<file path="config.mk">
export PLATFORM = sky130hd
export DESIGN_NAME = mul_seq_ctrl
export DESIGN_NICKNAME = d
export VERILOG_FILES = /design/src/rtl/mul_pkg.sv /design/src/rtl/mul_step_add.sv /design/src/rtl/mul_seq_ctrl.sv
export SDC_FILE = /design/constraint.sdc
export NUM_CORES = 1
export LEC_CHECK = 0
export CAP_MARGIN = 5
export CORE_UTILIZATION = 55
export DETAILED_ROUTE_END_ITERATION = 10
export PLACE_DENSITY = 0.76
export SETUP_SLACK_MARGIN = 0.2
export SLEW_MARGIN = 5
export SYNTH_ARGS = -nofsm -noshare
export SYNTH_HDL_FRONTEND = slang
export SYNTH_SLANG_ARGS = --single-unit
</file>
<file path="constraint.sdc">
create_clock -name clk -period 23.1 [get_ports clk]
set_input_delay 3.465 -clock clk [delete_from_list [all_inputs] [get_ports clk]]
set_output_delay 3.465 -clock clk [all_outputs]
set_load 0.02 [all_outputs]
</file>
<file path="src/rtl/mul_pkg.sv">
// Shared types and constants for the iterative MUL sequencer.
// Optional feature macro: MUL_EARLY_OUT_EN.
package mul_pkg;

    typedef enum logic [1:0] {
        IDLE,
        RUN,
        DONE
    } mul_state_e;

    localparam int MUL_WIDTH = 32;
    localparam int MUL_STEP  = 1;

    // Decode values that drive mul_start.
    localparam logic [5:0] MUL_OPCODE = 6'b011100;
    localparam logic [5:0] MUL_FUNCT  = 6'b000010;

    function automatic int mul_latency(input int width, input int step);
        return width / step + 1;
    endfunction

endpackage

</file>
<file path="src/rtl/mul_step_add.sv">
// Combinational partial-product adder: acc + ((mag_a * bits) << shamt).
// Used once per RUN cycle by mul_seq_ctrl.
module mul_step_add
    import mul_pkg::*;
#(
    parameter int WIDTH = MUL_WIDTH,
    parameter int STEP  = MUL_STEP,
    parameter int SW    = $clog2(2 * WIDTH)
) (
    input  logic [2*WIDTH-1:0] acc,
    input  logic [WIDTH-1:0]   mag_a,
    input  logic [STEP-1:0]    bits,
    input  logic [SW-1:0]      shamt,
    output logic [2*WIDTH-1:0] acc_nxt
);

    localparam int PW = 2 * WIDTH;

    logic [PW-1:0] pp;

    always_comb begin
        pp      = {{WIDTH{1'b0}}, mag_a} * {{(PW - STEP){1'b0}}, bits};
        acc_nxt = acc + (pp << shamt);
    end

endmodule

</file>
<file path="src/rtl/mul_seq_ctrl.sv">
// Shift-add MUL sequencer that stalls the CPU until the product is ready.
// Define MUL_EARLY_OUT_EN to finish as soon as the multiplier runs out.
module mul_seq_ctrl
    import mul_pkg::*;
#(
    parameter int WIDTH = MUL_WIDTH,
    parameter int STEP  = MUL_STEP
) (
    input  logic             clk,
    input  logic             resetn,
    input  logic             mul_start,
    input  logic             mul_signed,
    input  logic [WIDTH-1:0] operand_a,
    input  logic [WIDTH-1:0] operand_b,
    output logic             mul_busy,
    output logic             cpu_stall,
    output logic             mul_end,
    output logic [WIDTH-1:0] mul_lo,
    output logic [WIDTH-1:0] mul_hi
);

    localparam int N  = WIDTH / STEP;
    localparam int CW = $clog2(N + 1);
    localparam int SW = $clog2(2 * WIDTH);
    localparam int PW = 2 * WIDTH;

    mul_state_e       state;
    logic [CW-1:0]    counter;
    logic [PW-1:0]    acc;
    logic [WIDTH-1:0] mag_a;
    logic [WIDTH-1:0] mplr;
    logic             neg;

    logic [WIDTH-1:0] a_abs;
    logic [WIDTH-1:0] b_abs;
    logic [CW-1:0]    done_cnt;
    logic [SW-1:0]    shamt;
    logic [PW-1:0]    acc_nxt;
    logic [PW-1:0]    prod;
    logic             last;

    always_comb begin
        a_abs    = (mul_signed && operand_a[WIDTH-1]) ? -operand_a : operand_a;
        b_abs    = (mul_signed && operand_b[WIDTH-1]) ? -operand_b : operand_b;
        done_cnt = CW'(N) - counter;
        shamt    = SW'(done_cnt) * SW'(STEP);
        prod     = neg ? -acc_nxt : acc_nxt;
    end

`ifdef MUL_EARLY_OUT_EN
    assign last = (counter == CW'(1)) || ((mplr >> STEP) == '0);
`else
    assign last = (counter == CW'(1));
`endif

    mul_step_add #(
        .WIDTH (WIDTH),
        .STEP  (STEP),
        .SW    (SW)
    ) u_step (
        .acc     (acc),
        .mag_a   (mag_a),
        .bits    (mplr[STEP-1:0]),
        .shamt   (shamt),
        .acc_nxt (acc_nxt)
    );

    // Issue cycle stalls combinationally; RUN stalls from state alone.
    assign cpu_stall = resetn &
                       (((state == IDLE) & mul_start) | (state == RUN));

    always_ff @(posedge clk or negedge resetn) begin
        if (!resetn) begin
            state    <= IDLE;
            counter  <= '0;
            acc      <= '0;
            mag_a    <= '0;
            mplr     <= '0;
            neg      <= 1'b0;
            mul_busy <= 1'b0;
            mul_end  <= 1'b0;
            mul_lo   <= '0;
            mul_hi   <= '0;
        end else begin
            unique case (state)
                IDLE: begin
                    mul_end <= 1'b0;
                    if (mul_start) begin
                        state    <= RUN;
                        mag_a    <= a_abs;
                        mplr     <= b_abs;
                        neg      <= mul_signed &
                                    (operand_a[WIDTH-1] ^ operand_b[WIDTH-1]);
                        acc      <= '0;
                        counter  <= CW'(N);
                        mul_busy <= 1'b1;
                    end
                end
                RUN: begin
                    acc     <= acc_nxt;
                    mplr    <= mplr >> STEP;
                    counter <= counter - CW'(1);
                    if (last) begin
                        state   <= DONE;
                        mul_end <= 1'b1;
                        mul_hi  <= prod[PW-1:WIDTH];
                        mul_lo  <= prod[WIDTH-1:0];
                    end
                end
                DONE: begin
                    state    <= IDLE;
                    mul_end  <= 1'b0;
                    mul_busy <= 1'b0;
                end
                default: begin
                    state    <= IDLE;
                    mul_end  <= 1'b0;
                    mul_busy <= 1'b0;
                end
            endcase
        end
    end

endmodule

</file>
==> out/metrics.csv, run 1 <==
stage,metric,value,unit
status,status,"complete, no violations",
power,comb_power_share,5.2,%
layout,finalInstanceArea,0.0199,sq mm
route,post_drt_wl_per_cell,21.5,microns
clock_tree,cts_buffers,25,
power,p_clk_share,49.6,%
place,gp_congestion,0.973,
logic_synthesis,yosys_warnings,0,
layout,layoutNonFillerInstCount,2676,
run,maxCapViolCount,0,
setup_path,cp-endpoint,cpu_stall,
die,initial_core_util,55.8,%
grt,antenna_found_initial,1,
power,p_total,0.787,mW
timing,hold_viol,0,
timing,period_needed,8.91,ns
power,leakage,8.06,nW
layout,final_util,63.3,%
logic_synthesis,yosys.cell_types.count,102,
route,vias,17500,
setup_path,cp_slowest_cell,o21ai_4,
timing,setup_tns,0,ns
grt,grt_overflow,0,
die,io_pins,135,
place,portBuffers,134,
clock_tree,clock-sinks,203,
route,vias_per_cell,6.52,
clock_tree,tritoncts,built,
layout,drive_gt1_share,6.47,%
grt,grt_max_degree,76,
setup_path,r2r_setup_slack,14.58,ns
power,net-switching-power,0.187,mW
logic_synthesis,synth_area_per_cell,7.96,sq um
power,power_frac_seq,45.2,%
min_path,min_path_cells,2,
setup_path,crit_start,mul_start,
place,dp_cells,2629,
min_path,worstHoldPathType,reg -> reg,
grt,grt_use_total,34.8,%
setup_path,max_stage_delay,0.67,ns
logic_synthesis,synth.area.top_cells,"dfrtp_1 (29%), o21ai_0 (7.2%), nand2_1 (6.1%)",
layout,nets,2391,
setup_path,crit_path_start_kind,input pin,
clock_tree,htree_levels,1,
die,die_w,181,microns
power,p_int,0.600,mW
setup_path,critPathMaxFanout,22,
clock_tree,cts_resized,0,
grt,grt_pass1_vias,16500,
timing,period_share,38.6,%
clock_tree,cts_buffer_depth,3,
die,coreArea,0.0315,sq mm
setup_path,r2r_cells,24,
logic_synthesis,ys_seq_area_share,28.9,%
die,die-area,0.0326,sq mm
setup_path,crit_required,19.64,ns
logic_synthesis,syn-num-nets,2341,
die,rows,65,
logic_synthesis,ys_ff_latch,203,
setup_path,r2r-end,mul_hi[27],
grt,grt_pass1_wl,89800,microns
route,drtPass1Iterations,8,
timing,fin_skew,0.0300,ns
clock_tree,post_cts_buffers,0,
place,dp_hpwl,44000,microns
timing,rsz0062_at_grt,false,
timing,fmax,0.112,GHz
power,ir_drop,50.6,uV
setup_path,crit_type,in -> out,
route,drc,0,
timing,max_slew_margin,18.0,%
clock_tree,postCtsHoldBufs,0,
logic_synthesis,synth_edf_count,0,
die,die_h,181,microns
route,antenna_left,0,
power,power_density,39.5,mW/mm^2
clock_tree,cts-root-buf,clkbuf_16,
setup_path,regToRegStartpoint,counter[0],
setup_path,end_kind,output port,
clock_tree,clk_pin_slew,0.06,ns
layout,syn_to_final_growth,13.5,%
place,place_area,0.0191,sq mm
logic_synthesis,synthCells,2204,
setup_path,crit_top_cell,clkdlybuf4s50_1,
power,p_sw_share,23.8,%
logic_synthesis,ys_async_sr_fraction,100,%
route,drt_iter0_drc,1494,
timing,slew_viol_final,0,
setup_path,worstPathCellList,"clkdlybuf4s50_1, o21ai_4, nor2_1, clkdlybuf4s50_1",
logic_synthesis,synth_flop_cell,dfrtp_1,
setup_path,critPathArrivalTime,5.44,ns
timing,max_slew.worst_pin.slew,1.20,ns
timing,finalSetupViolations,0,
clock_tree,clk_latency,0.55,ns
logic_synthesis,yosysTopAreaCell,dfrtp_1,
logic_synthesis,netlist_area,0.0176,sq mm
logic_synthesis,yosysTopAreaCellShare,28.9,%
route,wirelength,57600,microns
[power by group through the flow]
stage               registers (mW)  clock network, mW  logic (mW)
finish                       0.356              0.390      0.0411
floorplan                    0.362                  0      0.0150
CTS                          0.356              0.396      0.0415
global route                 0.355              0.409      0.0459
global placement             0.362                  0      0.0402
detailed placement           0.362                  0      0.0413
[cells in the final DEF, fill, tap and decap left out, types with 10 or more instances in the layout]
| master | count |
|---|---|
| clkbuf_16 | 25 |
| o21ai_0 | 251 |
| o41ai_1 | 10 |
| mux4_2 | 24 |
| a22oi_1 | 30 |
| o21a_1 | 13 |
| buf_4 | 22 |
| xor2_1 | 89 |
| a21o_1 | 23 |
| xnor2_1 | 68 |
| o31ai_1 | 28 |
| nand4_1 | 31 |
| a31oi_1 | 17 |
| o211ai_1 | 14 |
| clkdlybuf4s50_1 | 133 |
| mux2i_1 | 29 |
| nor3_1 | 61 |
| nand2_1 | 286 |
| o22ai_1 | 39 |
| a211oi_1 | 12 |
| nand3_1 | 62 |
| inv_1 | 39 |
| ha_1 | 68 |
| nor2b_1 | 10 |
| dfrtp_1 | 201 |
| a21oi_1 | 151 |
| nor4_1 | 24 |
| o21ai_1 | 31 |
| or4_1 | 16 |
| or3_1 | 23 |
| nor2_1 | 170 |
| and3_1 | 12 |
| nand2b_1 | 16 |
| a22o_1 | 46 |
| and2_1 | 26 |
[worst min path at each step]
stage               start    endpoint  slack [ns]
2_1_floorplan      acc[0]      acc[0]        0.46
3_3_place_gp    mul_hi[2]   mul_hi[2]        0.46
3_5_place_dp    mul_hi[7]   mul_hi[7]        0.47
4_1_cts         mul_hi[2]   mul_hi[2]        0.48
5_1_grt        mul_hi[22]  mul_hi[22]        0.50
6_report        mul_hi[7]   mul_hi[7]        0.48
[worst max-delay path, delay by kind of cell]
kind                   cells  cell delay, ns
and+or+nand+nor            1            0.08
AOI/OAI and AO/OA          1            0.67
buffers and inverters      2            1.21
[registers in the layout, indices dropped and copies added, names as in the netlist]
signal / flops
acc: 64
mag_a: 32
mplr: 32
mul_hi: 32
mul_lo: 32
counter: 6
state: 2
mul_busy: 1
mul_end: 1
neg: 1
[metal layers]
layer | routed length, microns | GRT usage [%] | up-vias
li1 | - | - | 8283
met1 | 24400 | 45.7 | 8341
met2 | 27000 | 57.7 | 708
met3 | 3980 | 5.05 | 122
met4 | 2260 | 13.6 | 0
met5 | 0 | 0 | -
[cells by family after synthesis]
| kind of cell | after synthesis | synth area share (%) |
|---|---|---|
| DFF | 203 | 28.9 |
| AOI/OAI and AO/OA | 763 | 28.2 |
| muxes | 56 | 4.93 |
| adders and majority gates | 69 | 4.96 |
| and+or+nand+nor | 778 | 21.0 |
| buffers and inverters | 173 | 3.91 |
| xor gates and xnor gates | 162 | 8.08 |
[per-stage QoR]
step | worst slack [ns] | hold WS, ns
finish | 14.19 | 0.476
global route | 14.07 | 0.498
CTS | 14.20 | 0.483
detailed placement | 14.20 | 0.470
global placement | 14.21 | 0.461
floorplan | 14.98 | 0.456
[synthesized netlist by cell type (31+ instances only)]
| cell | count |
|---|---|
| xnor2_1 | 71 |
| a22o_1 | 46 |
| nor3_1 | 61 |
| nand2_1 | 287 |
| nand3_1 | 63 |
| dfrtp_1 | 203 |
| o21ai_0 | 251 |
| nand4_1 | 31 |
| xor2_1 | 91 |
| clkbuf_1 | 103 |
| o21ai_1 | 32 |
| a21oi_1 | 151 |
| inv_1 | 39 |
| nor2_1 | 171 |
| o22ai_1 | 39 |
| ha_1 | 68 |
[layout make-up]
type                            instances  area (sq um)
Clock inverter                         18           163
Multi-Input combinational cell       1828         11900
Antenna cell                            1          2.50
Clock buffer                           28           647
Inverter                               40           150
Fill cell                            2806         11500
Sequential cell                       203          5080
Tap cell                              402           503
Timing Repair Buffer                  156          1510
(Power assumes the default switching activity.)
==> run 2, diff against run 1 <==
--- a/config.mk
+++ b/config.mk
@@ -8,7 +8,7 @@
 export CAP_MARGIN = 5
 export CORE_UTILIZATION = 55
 export DETAILED_ROUTE_END_ITERATION = 10
-export PLACE_DENSITY = 0.76
+export PLACE_DENSITY = 0.79
 export SETUP_SLACK_MARGIN = 0.2
 export SLEW_MARGIN = 5
 export SYNTH_ARGS = -nofsm -noshare
==> constraint.sdc (replaced) <==
create_clock -name clk -period 7.5 [get_ports clk]
set_input_delay 1.125 -clock clk [delete_from_list [all_inputs] [get_ports clk]]
set_output_delay 1.125 -clock clk [all_outputs]
set_load 0.02 [all_outputs]
==> run 2 against run 1 <==
Clock skew shrank 0.0051 ns. Routed wire length rose by 4.3%. Setup slack worse by 14 ns. Design area rose by 2.7%. Sequential share of layout area down 0.68 points. Critical path depth up 17. Combinational power grew to 3.1 times the previous value. Register-to-register slack got worse by 14 ns. Die area did not move. First-iteration DRC count is 8.0% higher. Critical endpoint is now mul_hi[26]. Largest power group unchanged. Highest routed layer unchanged.
==> out/metrics.csv, run 2 (synthesized netlist as in run 1, its figures left out) <==
stage,metric,value,unit
status,status,"complete, no violations",
route,vias,17900,
setup_path,critPathArrivalTime,7.47,ns
grt,grt_overflow,0,
layout,nets,2443,
clock_tree,cts-root-buf,clkbuf_16,
layout,drive_gt1_share,9.17,%
setup_path,end_kind,flop,
die,coreArea,0.0315,sq mm
setup_path,critPathMaxFanout,15,
route,antenna_left,0,
route,wirelength,60000,microns
layout,syn_to_final_growth,16.6,%
place,portBuffers,134,
clock_tree,postCtsHoldBufs,0,
grt,grt_pass1_wl,94800,microns
layout,final_util,65.0,%
setup_path,crit_required,7.88,ns
power,ir_drop,159,uV
setup_path,crit_type,reg -> reg,
timing,finalSetupViolations,0,
route,drtPass1Iterations,6,
grt,grt_pass1_vias,17000,
setup_path,crit_path_start_kind,flop,
layout,diodes,0,
clock_tree,clk_pin_slew,0.06,ns
setup_path,crit_top_cell,a21oi_1,
power,power_density,120,mW/mm^2
timing,hold_viol,0,
setup_path,worstPathCellList,"inv_1, ha_2, inv_1, nand2_1, nor3b_2, a21oi_1, a21oi_1, and2_1, ha_1, a21oi_1, o21ai_1, o21ai_2, a21boi_0, or3_1, a2111oi_4, nand3_1, or4_1, or4_4, o31ai_1, xor2_1, o21ai_1",
route,post_drt_wl_per_cell,22.0,microns
layout,top_register,acc,
place,gp_congestion,1.01,
place,dp_cells,2675,
die,rows,65,
setup_path,crit_buf_inv,2,
layout,num-fill-cells,2676,
die,initial_core_util,55.8,%
layout,final_cell_mix,"nand2_1 (285), o21ai_0 (244), dfrtp_1 (201)",
grt,grt_use_total,36.6,%
timing,period_needed,7.09,ns
die,die-area,0.0326,sq mm
route,drt_iter0_drc,1613,
die,die_w,181,microns
timing,fmax,0.141,GHz
timing,slew_viol_final,0,
route,drc,0,
layout,layoutNonFillerInstCount,2725,
place,place_worst_setup_slack,0.0980,ns
layout,final_common_cell,nand2_1,
grt,antenna_found_initial,0,
power,leakage,8.37,nW
clock_tree,clk_latency,0.55,ns
grt,grt_max_degree,73,
timing,rsz0062_at_grt,true,
timing,fin_skew,0.0248,ns
timing,max_slew.worst_pin.slew,0.943,ns
setup_path,crit_family,simple AND/OR/NAND/NOR gates,
clock_tree,tritoncts,built,
timing,period_share,94.5,%
setup_path,max_stage_delay,0.62,ns
die,io_pins,135,
setup_path,cp_slowest_cell,or4_1,
clock_tree,cts_buffers,24,
die,die_h,181,microns
clock_tree,clock-sinks,203,
timing,max_slew_margin,35.5,%
route,vias_per_cell,6.57,
run,maxCapViolCount,0,
clock_tree,cts_buffer_depth,3,
clock_tree,htree_levels,1,
place,dp_hpwl,46200,microns
timing,setup_slack,0.411,ns
min_path,worstHoldPathType,reg -> reg,
layout,largest_reg_flops,64,
run 2: cell types whose count changed in the layout (fill, tap and decap cells not counted), moves of 4 or more:
cell	delta
o21ai_1	+7
clkinv_2	-4
o21ai_0	-7
clkbuf_8	+5
buf_4	+50
run 2: area by class of cell:
class,count,area [sq um],share of cell area (%)
clock buffers,32,681,3.32
clock inverters,11,146,0.715
inverters,40,150,0.733
multi-input cells,1828,12000,58.5
flip-flops and latches,203,5080,24.8
well taps,402,503,2.46
repair buffers,209,1930,9.43
run 2: final timing paths:
path,startpoint,to,slack [ns],cells past startpoint
max,counter[1],mul_hi[26],0.41,21
min,mul_lo[17],mul_lo[17],0.48,2
max reg2reg,counter[1],mul_hi[26],0.41,21
min reg2reg,mul_lo[17],mul_lo[17],0.48,2
max in group asynchronous,resetn,mag_a[12],5.26,3
min in group asynchronous,resetn,acc[17],0.52,1
run 2: timing repair:
action,CTS,global route
gates resized for setup,5,25
pin swaps,0,2
hold endpoints to repair,0,0
setup endpoints to repair,8,18
buffers inserted,0,7
run 2: worst register-to-register path: stages, from the launching register on:
cell       delay (ns)
dfrtp_1          0.40
inv_1            0.11
ha_2             0.39
inv_1            0.21
nand2_1          0.22
nor3b_2          0.35
a21oi_1          0.20
a21oi_1          0.39
and2_1           0.25
ha_1             0.31
a21oi_1          0.36
o21ai_1          0.14
o21ai_2          0.37
a21boi_0         0.20
or3_1            0.42
a2111oi_4        0.54
nand3_1          0.30
or4_1            0.62
or4_4            0.58
o31ai_1          0.31
xor2_1           0.17
o21ai_1          0.09
run 2: where the power goes:
group	internal (mW)	total [mW]	switching (mW)
logic	0.0580	0.127	0.0691
registers	1.10	1.10	0
clock network	0.739	1.22	0.485
run 2: stage by stage:
stage	hold WS [ns]	setup TNS, ns	total power [mW]	instance area, sq um
after floorplan	0.456	0	1.16	17600
after global placement	0.461	-0.203	1.24	19500
after detailed placement	0.469	0	1.24	19500
after CTS	0.482	0	2.46	20300
after global routing	0.495	0	2.50	20500
final	0.476	0	2.45	20500
run 2: per-layer routing:
metal,GRT usage (%),vias up,wire (microns)
met5,0,-,0
met4,14.5,0,2470
met3,5.09,128,4110
met2,60.7,691,28000
met1,48.3,8726,25500
li1,-,8360,-
==> run 3, diff against run 2 <==
--- a/config.mk
+++ b/config.mk
@@ -5,7 +5,7 @@
 export SDC_FILE = /design/constraint.sdc
 export NUM_CORES = 1
 export LEC_CHECK = 0
-export CAP_MARGIN = 5
+export CAP_MARGIN = 20
 export CORE_UTILIZATION = 55
 export DETAILED_ROUTE_END_ITERATION = 10
 export PLACE_DENSITY = 0.79
==> results of run 3 <==
Final layout, timing and power as in run 2 (identical DEF).
